`src/rtl/mul_seq_pkg.sv`:
```
// Shared types and constants for the sequential 32x32 multiplier.
package mul_seq_pkg;

    localparam int MUL_WIDTH = 32;

    typedef enum logic [1:0] {
        IDLE = 2'd0,
        RUN  = 2'd1,
        DONE = 2'd2
    } mul_state_t;

endpackage

```
`src/rtl/adder32.sv`:
```
// 32-bit ripple-carry adder; the carry-out is dropped so the sum wraps mod 2^32.
module adder32
    import mul_seq_pkg::*;
(
    input  logic [MUL_WIDTH-1:0] a,
    input  logic [MUL_WIDTH-1:0] b,
    input  logic                 carry_in,
    output logic [MUL_WIDTH-1:0] sum
);

    logic w_carry;

    always_comb begin
        w_carry = carry_in;
        sum     = '0;
        for (int i = 0; i < MUL_WIDTH; i++) begin
            sum[i]  = a[i] ^ b[i] ^ w_carry;
            w_carry = (a[i] & b[i]) | (w_carry & (a[i] ^ b[i]));
        end
    end

endmodule

```
`src/rtl/mul_seq.sv`:
```
// Shift-and-add multiplier returning the low 32 bits of a*b, one add step per
// clock, finishing as soon as the remaining multiplier bits are all zero.
module mul_seq
    import mul_seq_pkg::*;
(
    input  logic                 clk,
    input  logic                 reset_n,
    input  logic                 req_valid,
    output logic                 req_ready,
    input  logic [MUL_WIDTH-1:0] a,
    input  logic [MUL_WIDTH-1:0] b,
    output logic                 resp_valid,
    input  logic                 resp_ready,
    output logic [MUL_WIDTH-1:0] result
);

    mul_state_t           r_state;
    mul_state_t           w_state_nxt;
    logic [MUL_WIDTH-1:0] r_acc;
    logic [MUL_WIDTH-1:0] r_mcand;
    logic [MUL_WIDTH-1:0] r_mplier;
    logic [MUL_WIDTH-1:0] w_sum;

    adder32 u_adder (
        .a        (r_acc),
        .b        (r_mcand),
        .carry_in (1'b0),
        .sum      (w_sum)
    );

    always_comb begin
        w_state_nxt = r_state;
        case (r_state)
            IDLE: if (req_valid) w_state_nxt = RUN;
            // Last step is the one whose shifted-out remainder is empty.
            RUN:  if (r_mplier[MUL_WIDTH-1:1] == '0) w_state_nxt = DONE;
            DONE: if (resp_ready) w_state_nxt = IDLE;
            default: w_state_nxt = IDLE;
        endcase
    end

    always_ff @(posedge clk) begin
        if (!reset_n) begin
            r_state <= IDLE;
        end else begin
            r_state <= w_state_nxt;
        end
    end

    always_ff @(posedge clk) begin
        if (!reset_n) begin
            r_acc    <= '0;
            r_mcand  <= '0;
            r_mplier <= '0;
        end else begin
            case (r_state)
                IDLE: begin
                    if (req_valid) begin
                        r_acc    <= '0;
                        r_mcand  <= a;
                        r_mplier <= b;
                    end
                end
                RUN: begin
                    r_acc    <= r_mplier[0] ? w_sum : r_acc;
                    r_mcand  <= r_mcand << 1;
                    r_mplier <= r_mplier >> 1;
                end
                default: ;
            endcase
        end
    end

    assign req_ready  = (r_state == IDLE);
    assign resp_valid = (r_state == DONE);
    assign result     = r_acc;

`ifdef FORMAL
    logic [MUL_WIDTH-1:0] r_fa;
    logic [MUL_WIDTH-1:0] r_fb;
    logic [5:0]           r_frun;

    always_ff @(posedge clk) begin
        if (r_state == IDLE && req_valid) begin
            r_fa   <= a;
            r_fb   <= b;
            r_frun <= '0;
        end else if (r_state == RUN) begin
            r_frun <= r_frun + 6'd1;
        end
    end

    always_comb begin
        assert (r_state == IDLE || r_state == RUN || r_state == DONE);
        if (r_state == DONE) assert (r_acc == r_fa * r_fb);
        if (r_state == RUN)  assert (r_frun < 6'd32);
    end
`endif

endmodule

```
`config.mk`:
```
export PLATFORM = sky130hd
export DESIGN_NAME = mul_seq
export DESIGN_NICKNAME = d
export VERILOG_FILES = /design/src/rtl/mul_seq_pkg.sv /design/src/rtl/adder32.sv /design/src/rtl/mul_seq.sv
export SDC_FILE = /design/constraint.sdc
export NUM_CORES = 1
export LEC_CHECK = 0
export CAP_MARGIN = 20
export CORE_MARGIN = 4
export CORE_UTILIZATION = 30
export CTS_BUF_LIST = sky130_fd_sc_hd__clkbuf_2 sky130_fd_sc_hd__clkbuf_4 sky130_fd_sc_hd__clkbuf_8
export DETAILED_ROUTE_END_ITERATION = 8
export SETUP_SLACK_MARGIN = 0.5
export SYNTH_ARGS = -nofsm -noshare
export SYNTH_HDL_FRONTEND = slang
export SYNTH_SLANG_ARGS = --single-unit
```
`constraint.sdc`:
```
create_clock -name clk -period 14.4 [get_ports clk]
set_input_delay 2.88 -clock clk [delete_from_list [all_inputs] [get_ports clk]]
set_output_delay 2.88 -clock clk [all_outputs]
set_load 0.02 [all_outputs]
```
Yosys cells after proc, flatten, opt, wreduce, memory -nomap -nowiden
Cells that the tools add are included.
{"block": "totals", "register_bits": 98, "latchBits": 0, "ramBits": 0, "romBits": 0, "inputBits": 68, "out_inout_bits": 34, "elab_cells": 181, "memories": 0}
{"block": "op_classes", "add_sub_neg": 0, "multipliers": 0, "n_div": 0, "n_lt_le_gt_ge": 0, "eq_ne": 6, "shift": 0, "mux": 11, "bitwise": 154, "reduce_logical": 6}
{"operator": "$pmux W32 S2", "count": 3}
{"operator": "$mux W32", "count": 4}
{"operator": "$xor A1 B1 Y1", "count": 63}
{"operator": "$and A1 B1 Y1", "count": 61}
{"operator": "$logic_not A31 Y1", "count": 1}
{"operator": "$or A1 B1 Y1", "count": 30}
{"operator": "$mux W2", "count": 3}
{"operator": "$ne A2 B2 Y1 const B", "count": 3}
{"operator": "$pmux W2 S3", "count": 1}
{"operator": "$reduce_and A3 Y1", "count": 2}
{"operator": "$eq A2 B1 Y1 const B", "count": 1}
{"operator": "$eq A2 B2 Y1 const B", "count": 1}
{"operator": "$logic_not A2 Y1", "count": 1}
{"operator": "$ne A2 B1 Y1 const B", "count": 1}
{"operator": "$reduce_and A2 Y1", "count": 1}
{"operator": "$reduce_bool A2 Y1", "count": 1}

Depth between registers and ports, before layout
Gate-level depths: netlist of run 1.
{"block": "logic_depth", "ltp_word": 64, "ltp_mapped": 40}

By module
A second synthesis of run 1 with hierarchy kept.
{"block": "hier_totals", "cells_unflattened": 488, "hier_area_um2": 5170.0}
{"module": "mul_seq", "instances": 1, "cells_each": 451, "area_each_um2": 4506.8}
{"module": "adder32", "instances": 1, "cells_each": 37, "area_each_um2": 663.1}

Least setup slack after synthesis of run 1
No wires, ideal clock.
{"block": "synth_timing", "kind": "reg2reg", "startpoint": "reg r_acc[0] (netlist: result[0])", "endpoint": "reg r_acc[31] (netlist: result[31])", "setup_ns": 0.119, "arrival_time_ns": 12.118, "required_ns": 14.281, "slack_ns": 2.163, "path_stages_with_launch": 41, "path_buffers": 0, "period_less_slack_ns": 12.237, "cell_sequence": "dfxtp_1 > ha_1 > inv_1 > fa_1 > fa_1 > fa_1 > fa_1 > fa_1 > fa_1 > fa_1 > fa_1 > fa_1 > fa_1 > fa_1 > fa_1 > fa_1 > fa_1 > fa_1 > [... 5 more ...] > fa_1 > fa_1 > fa_1 > fa_1 > fa_1 > fa_1 > inv_1 > fa_1 > inv_1 > fa_1 > inv_1 > fa_1 > inv_1 > fa_1 > xnor2_1 > nor2_1 > o21ai_1 > a21boi_1"}
{"block": "synth_via", "elab_chain_cells": 64}
{"element": "start: declaration", "line_no": "mul_seq.sv:19", "rtl": "logic [MUL_WIDTH-1:0] r_acc;"}
{"element": "start signal: assignment", "line_no": "mul_seq.sv:65", "rtl": "r_acc <= r_mplier[0] ? w_sum : r_acc;"}
{"element": "$and A1 B1 Y1 (2 in series)", "line_no": "adder32.sv:18", "rtl": "w_carry = (a[i] & b[i]) | (w_carry & (a[i] ^ b[i]));"}
{"element": "$or A1 B1 Y1", "line_no": "adder32.sv:18"}
{"element": "$and A1 B1 Y1", "line_no": "adder32.sv:18"}
{"element": "$or A1 B1 Y1", "line_no": "adder32.sv:18"}
{"element": "$and A1 B1 Y1", "line_no": "adder32.sv:18"}
{"element": "$or A1 B1 Y1", "line_no": "adder32.sv:18"}
{"element": "$and A1 B1 Y1", "line_no": "adder32.sv:18"}
{"element": "$or A1 B1 Y1", "line_no": "adder32.sv:18"}
{"element": "[... 47 more ...]"}
{"element": "$or A1 B1 Y1", "line_no": "adder32.sv:18"}
{"element": "$and A1 B1 Y1", "line_no": "adder32.sv:18"}
{"element": "$or A1 B1 Y1", "line_no": "adder32.sv:18"}
{"element": "$and A1 B1 Y1", "line_no": "adder32.sv:18"}
{"element": "$or A1 B1 Y1", "line_no": "adder32.sv:18"}
{"element": "$xor A1 B1 Y1", "line_no": "adder32.sv:17", "rtl": "sum[i] = a[i] ^ b[i] ^ w_carry;"}
{"element": "$mux W32", "line_no": "mul_seq.sv:65"}
{"element": "$pmux W32 S2", "line_no": "mul_seq.sv:56", "rtl": "case (r_state)"}
Every way passes these cells. The select of a mux whose other input is x is not followed.
A chain may end at the register's enable or synchronous reset.

Final worst setup path of run 1
Same ends and word-level chain as after synthesis.

==> out/results.txt, run 1 <==
Largest net degree at the start of global routing: 99
Core footprint: 0.0168 mm2
Clock Latency Late Sink: 0.37 ns
Ranking of synthesized cells by area: dfxtp_1 38%, o21ai_0 12%, fa_1 12%, a21oi_1 8.7%, nor2_1 6.8%
Hold Fails Final Rpt: 0
Clk pwr share: 30.9%
Area grow syn2layout: 23.8%
Routed WL per cell: 13.8 um
Max-cap viol count: 0
Syn_nets: 772
CTS H-Tree Depth: 3
Final wirelength: 13300 um
First-pass iteration count of the detailed router: 4
FF+latch area: 0.00196 mm2
Final worst clock skew: 0.00745 ns
Die area: 0.0195 mm2
RSZ-0062 raised after global routing: false
ANT nets after route: 0
Top FF cell, synth: dfxtp_1
Post-layout power: 583 uW
Post-synth top cells: 122 x o21ai_0, 98 x dfxtp_1, 94 x nor2_1
Post-synth top area share: 37.8%
Power per cell area: 90.8 mW/mm2
Post-Layout Cell Count: 964
Critical path's largest stage delay: 0.41 ns
Slew margin rel.: 43.3%
Post-synthesis register bit count: 98
Gpl congestion: 0.753
Initial antenna violation count: 0
Final HPWL DP: 8670 um
Synthesized area per cell: 7.70 um2
# nets final: 840
Top Family by Delay on Critical Path: adder cells
Final Setup Violations: 0
CP startpoint kind: flip-flop
CTS tree: yes
Leak pwr: 0.00222 uW
Switching share of power: 27.6%
Post-Syn Instances: 673
VDD IR max: 0.0000489 V
Ant. Diodes: 0
Synthesis Warnings: 0
Post-synth EDFFs: 0
Int Power: 422 uW
Rows: 47
PortBufs: 101
Vias in the first global route: 4420
R2r setup slk: 1.68 ns
Hold crit path type: flip-flop to flip-flop
Post-CTS setup buffers: 0
Hold_buf cts: 0
Netlist Area Pre-Place: 0.00518 mm2
DRT iter0 DRCs: 199
Max FO, Critical Path: 3
Most common cell in the netlist: o21ai_0
Post-DR vias/cell: 4.69
I/O pin total: 102
Peak Freq: 78.6 MHz
Crit Path Class: flip-flop to flip-flop
Async SR Flop Fraction: 0%
DRC Markers: 0
Sequential share of power: 52.0%
Multi-input gate area: 0.00271 mm2
Comb power frac: 17.1%
Placed Cells: 950
Synth cell types: 33
Root Buffer: clkbuf_8
Post-synthesis sequential area ratio: 37.8%
Setup_tns: 0 ns
Worst Tran Pin Value: 0.850 ns
Min cycle time layout: 12.72 ns
CP max stage cell: fa_1
Vias: 4517
Slew Limit Fails: 0
WP buf/inv: 5
CTS buffer count: 9
Sinks on Clock Net: 98
Crit path capture type: flip-flop
Max clock buf depth: 2
GRT overflow: 0
GR Util All Layers: 14.0%
Clock slew at reported path FFs: 0.09 ns
Die X-Extent: 139 um
Most used cell, CP: fa_1
Status: complete, no violations
Fillers: 1799
Share of cells above drive strength 1: 3.90%
Sw Pwr: 161 uW
Worst Path Arrival: 12.98 ns
Post_cts resized: 0
Final worst path period share: 88.3%
Starting density of the core: 30.9%
Area leader, netlist: dfxtp_1
Die H: 139 um
Global-route wire length before repair: 22500 um
WP data required: 14.66 ns
## registers in the layout, summed over array words and instances, names as in the netlist
name,count
r_mcand,32
result,32
r_state,2
r_mplier,32
## metrics by stage
step                instance area (um2)  utilization [%]  setup WS (ns)  hold WS, ns
floorplan                          5180                -           2.16        0.493
global placement                   6230             37.2           1.88        0.477
detailed placement                 6230             37.2           1.68        0.491
CTS                                6420             38.3           1.65        0.504
global route                       6420             38.3           1.09        0.560
finish                             6420             38.3           1.68        0.500
## worst register-to-register path, delay by kind of cell, from the launching register on
kind	cells	cell delay, ns
simple gates	1	0.06
fa+ha+maj	31	11.45
buf+inv	5	0.33
xor+xnor	1	0.19
flops	1	0.38
compound gates	2	0.20
## cells in the final DEF (no fill, tap or decap), types with 2 or more instances in the layout
| master | Yosys | routed |
|---|---|---|
| a21oi_1 | 90 | 90 |
| a22oi_1 | 2 | 2 |
| a32oi_1 | 2 | 2 |
| buf_2 | 15 | 2 |
| buf_4 | 7 | 6 |
| clkbuf_8 | 0 | 11 |
| clkdlybuf4s50_1 | 0 | 99 |
| clkinv_2 | 0 | 2 |
| dfxtp_1 | 98 | 97 |
| fa_1 | 30 | 30 |
| inv_1 | 63 | 61 |
| nand2_1 | 62 | 62 |
| nand4_1 | 2 | 2 |
| nor2_1 | 94 | 94 |
| nor2b_1 | 33 | 33 |
| nor3_1 | 2 | 2 |
| nor4_1 | 7 | 7 |
| o21ai_0 | 122 | 122 |
| o21ai_1 | 3 | 3 |
## power groups by stage
| stage | Combinational (uW) | Sequential [uW] | Clock (uW) |
|---|---|---|---|
| CTS | 102 | 303 | 187 |
| global route | 115 | 306 | 197 |
| floorplan | 66.0 | 307 | 0 |
| finish | 99.8 | 303 | 180 |
| global placement | 99.7 | 309 | 0 |
| detailed placement | 101 | 309 | 0 |
## final timing paths
kind	startpoint	end	cells past startpoint
hold reg to reg	result[31]	result[31]	2
setup reg to reg	result[0]	result[31]	40
setup / recovery	result[0]	result[31]	40
hold / removal	result[31]	result[31]	2
## kinds of logic (layout without fill, tap and decap cells)
kind of cell               Yosys count  in the layout  share of synthesized area (%)
AOI/OAI and AO/OA                  225            225                           22.5
DFF                                 98             98                           37.8
and+or+nand+nor                    205            205                           17.7
adders and majority gates           31             31                           11.8
xor gates and xnor gates             1              1                          0.169
buffers and inverters              113            184                           9.92
## area by class of cell
| type | instances | share of cell area [%] |
|---|---|---|
| inverters | 63 | 3.68 |
| flip-flops and latches | 98 | 30.6 |
| clock buffers | 11 | 2.36 |
| multi-input cells | 462 | 42.2 |
| repair buffers | 107 | 16.3 |
| well taps | 220 | 4.29 |
| clock inverters | 3 | 0.624 |
## routing by layer
layer | GRT usage [%] | vias to the layer above | part of all wire (%)
li1 | - | 2316 | -
met1 | 19.8 | 2100 | 49
met2 | 21.4 | 87 | 45
met3 | 2.92 | 14 | 4.6
met4 | 4.53 | 0 | 1.7
met5 | 0 | - | 0
Note: power is estimated with default switching activity, not from simulation.
==> inputs of run 2 (changes only) <==
Settings changed: SLEW_MARGIN from default to 20.
==> results of run 2 <==
Same layout as run 1: the final DEF is identical, and so are final timing and power.
==> inputs of run 3 (changes only) <==
Settings changed: CORE_UTILIZATION 30 to 49, PLACE_DENSITY from default to 0.79.
Clock period 14.4 ns to 11.6 ns, I/O delays scaled along.
==> out/results.txt, run 3 (synthesized netlist as in run 1, its figures left out) <==
Worst hold path cell count: 2 (unchanged)
CP max stage cell: dfxtp_4 (was fa_1)
DRC Markers: 0 (unchanged)
First-pass iteration count of the detailed router: 5 (was 4)
Multi-input gate area: 0.00280 mm2 (was 0.00271 mm2)
Leading cell types in the layout, fill and taps excluded: 122 x o21ai_0, 99 x clkdlybuf4s50_1, 94 x nor2_1, 94 x dfxtp_1, 90 x a21oi_1 (was 122 x o21ai_0, 99 x clkdlybuf4s50_1, 97 x dfxtp_1)
Largest net degree at the start of global routing: 99 (unchanged)
Vias in the first global route: 4522 (was 4420)
Sequential share of power: 52.6% (was 52.0%)
Final worst clock skew: 0.0155 ns (was 0.00745 ns)
Slew Limit Fails: 0 (unchanged)
Die H: 111 um (was 139 um)
Peak Freq: 87.8 MHz (was 78.6 MHz)
Max FO, Critical Path: 2 (was 3)
VDD IR max: 0.0000751 V (was 0.0000489 V)
Area grow syn2layout: 24.2% (was 23.8%)
Most common cell after layout, fill and taps aside: o21ai_0 (unchanged)
CTS H-Tree Depth: 3 (unchanged)
CTS buffer count: 9 (unchanged)
Final worst path period share: 98.1% (was 88.3%)
Post-DR vias/cell: 5.26 (was 4.69)
Crit path capture type: flip-flop (unchanged)
Reg2reg end: result[31] (unchanged)
GR Util All Layers: 20.0% (was 14.0%)
Clock slew at reported path FFs: 0.09 ns (about the same)
Clk pwr share: 29.8% (was 30.9%)
Fin util: 62.4% (was 38.3%)
I/O pin total: 102 (unchanged)
CTS tree: yes (unchanged)
Power per cell area: 111 mW/mm2 (was 90.8 mW/mm2)
Ant. Diodes: 0 (unchanged)
Routed WL per cell: 14.0 um (was 13.8 um)
Worst Tran Pin Value: 0.893 ns (was 0.850 ns)
Max-cap viol count: 0 (unchanged)
Hold path endpoint: result[31] (unchanged)
Final Setup Violations: 0 (unchanged)
Gpl congestion: 0.823 (was 0.753)
R2R depth: 40 (unchanged)
Max clock buf depth: 2 (unchanged)
Rows: 37 (was 47)
Final wirelength: 12300 um (was 13300 um)
Hold crit path type: flip-flop to flip-flop (unchanged)
WP data required: 11.84 ns (was 14.66 ns)
CP startpoint kind: flip-flop (unchanged)
DRT iter0 DRCs: 312 (was 199)
Critical path's largest stage delay: 0.37 ns (was 0.41 ns)
Die X-Extent: 111 um (was 139 um)
Leak pwr: 0.00225 uW (was 0.00222 uW)
Final HPWL DP: 8090 um (was 8670 um)
Starting density of the core: 50.2% (was 30.9%)
Fillers: 952 (was 1799)
Worst r2r src: result[0] (unchanged)
Sw Pwr: 205 uW (was 161 uW)
Worst Path Arrival: 11.63 ns (was 12.98 ns)
Die area: 0.0123 mm2 (was 0.0195 mm2)
R2r setup slk: 0.22 ns (was 1.68 ns)
Initial antenna violation count: 0 (unchanged)
Status: complete, no violations (unchanged)
Hold_sp: result[31] (unchanged)
Hold Fails Final Rpt: 0 (unchanged)
Vias: 4646 (was 4517)
Slew margin rel.: 40.4% (was 43.3%)
GRT overflow: 0 (unchanged)
Setup_tns: 0 ns (unchanged)
Area after DPL: 0.00618 mm2 (was 0.00623 mm2)
Int Power: 512 uW (was 422 uW)
Switching share of power: 28.6% (was 27.6%)
Root Buffer: clkbuf_8 (unchanged)
RSZ-0062 raised after global routing: true (was false)
PortBufs: 101 (unchanged)
Global-route wire length before repair: 21000 um (was 22500 um)
Crit Path Class: flip-flop to flip-flop (unchanged)
Share of cells above drive strength 1: 9.64% (was 3.90%)
Core footprint: 0.0103 mm2 (was 0.0168 mm2)
Post-layout instance area: 0.00644 mm2 (was 0.00642 mm2)
Post-layout power: 717 uW (was 583 uW)
Comb power frac: 17.5% (was 17.1%)
ANT nets after route: 0 (unchanged)
Sinks on Clock Net: 98 (unchanged)
Worst hold slack: 0.505 ns (was 0.500 ns)
Most used cell, CP: fa_2 (was fa_1)
# nets final: 841 (was 840)
Clock Latency Late Sink: 0.36 ns (was 0.37 ns)
FF+latch area: 0.00197 mm2 (was 0.00196 mm2)
Min cycle time layout: 11.38 ns (was 12.72 ns)
==> run 3: per-layer routing <==
metal	vias to the layer above	track usage, %	wire length, um
met3	7	3.38	562
met2	114	34.6	5990
met5	-	0	0
met4	0	4.93	93
met1	2204	26.0	5700
li1	2321	-	-
==> run 3: through the flow <==
stage / std cells / setup WS (ns)
2_1_floorplan: 673 / 0.450
3_3_place_gp: 864 / 0.238
3_5_place_dp: 864 / 0.0409
4_1_cts: 882 / 0.175
5_1_grt: 883 / -0.0539
6_report: 883 / 0.216
==> run 3: cell type report <==
class,instances,area share [%]
flip-flops and latches,98,30.6
clock buffers,12,2.47
clock inverters,4,0.544
inverters,63,3.69
repair buffers,108,16.6
multi-input cells,462,43.5
well taps,136,2.64
==> run 3: worst max-delay path by stage <==
| stage | from | end | slack (ns) |
|---|---|---|---|
| CTS | result[0] | result[31] | 0.17 |
| global route | result[0] | result[31] | -0.05 |
| floorplan | result[0] | result[31] | 0.45 |
| detailed placement | r_mcand[0] | result[31] | 0.04 |
| global placement | result[0] | result[31] | 0.24 |
| finish | result[0] | result[31] | 0.22 |
==> run 3: timing repair <==
item | in CTS | in global routing
hold buffers | 0 | 0
pin swaps | 3 | 0
setup buffers | 2 | 0
endpoints found under the setup margin | 3 | 3
cloned | 0 | 0
hold endpoints to repair | 0 | 0
gates resized for setup | 12 | 2
==> run 3: worst max-delay path, delay by kind of cell, from the launching register on <==
kind / cells / cell delay [ns]
adder cells (fa/ha/maj): 31 / 10.24
flip-flops: 1 / 0.37
buffers and inverters: 5 / 0.23
AO/OA/AOI/OAI: 2 / 0.20
XOR/XNOR: 1 / 0.16
AND/OR/NAND/NOR: 1 / 0.06
==> run 3: power by group through the flow <==
stage | sequential (uW) | combinational [uW] | clock (uW)
6_report | 377 | 126 | 214
5_1_grt | 380 | 144 | 234
4_1_cts | 376 | 125 | 219
3_5_place_dp | 384 | 124 | 0
3_3_place_gp | 383 | 120 | 0
2_1_floorplan | 380 | 83.0 | 0
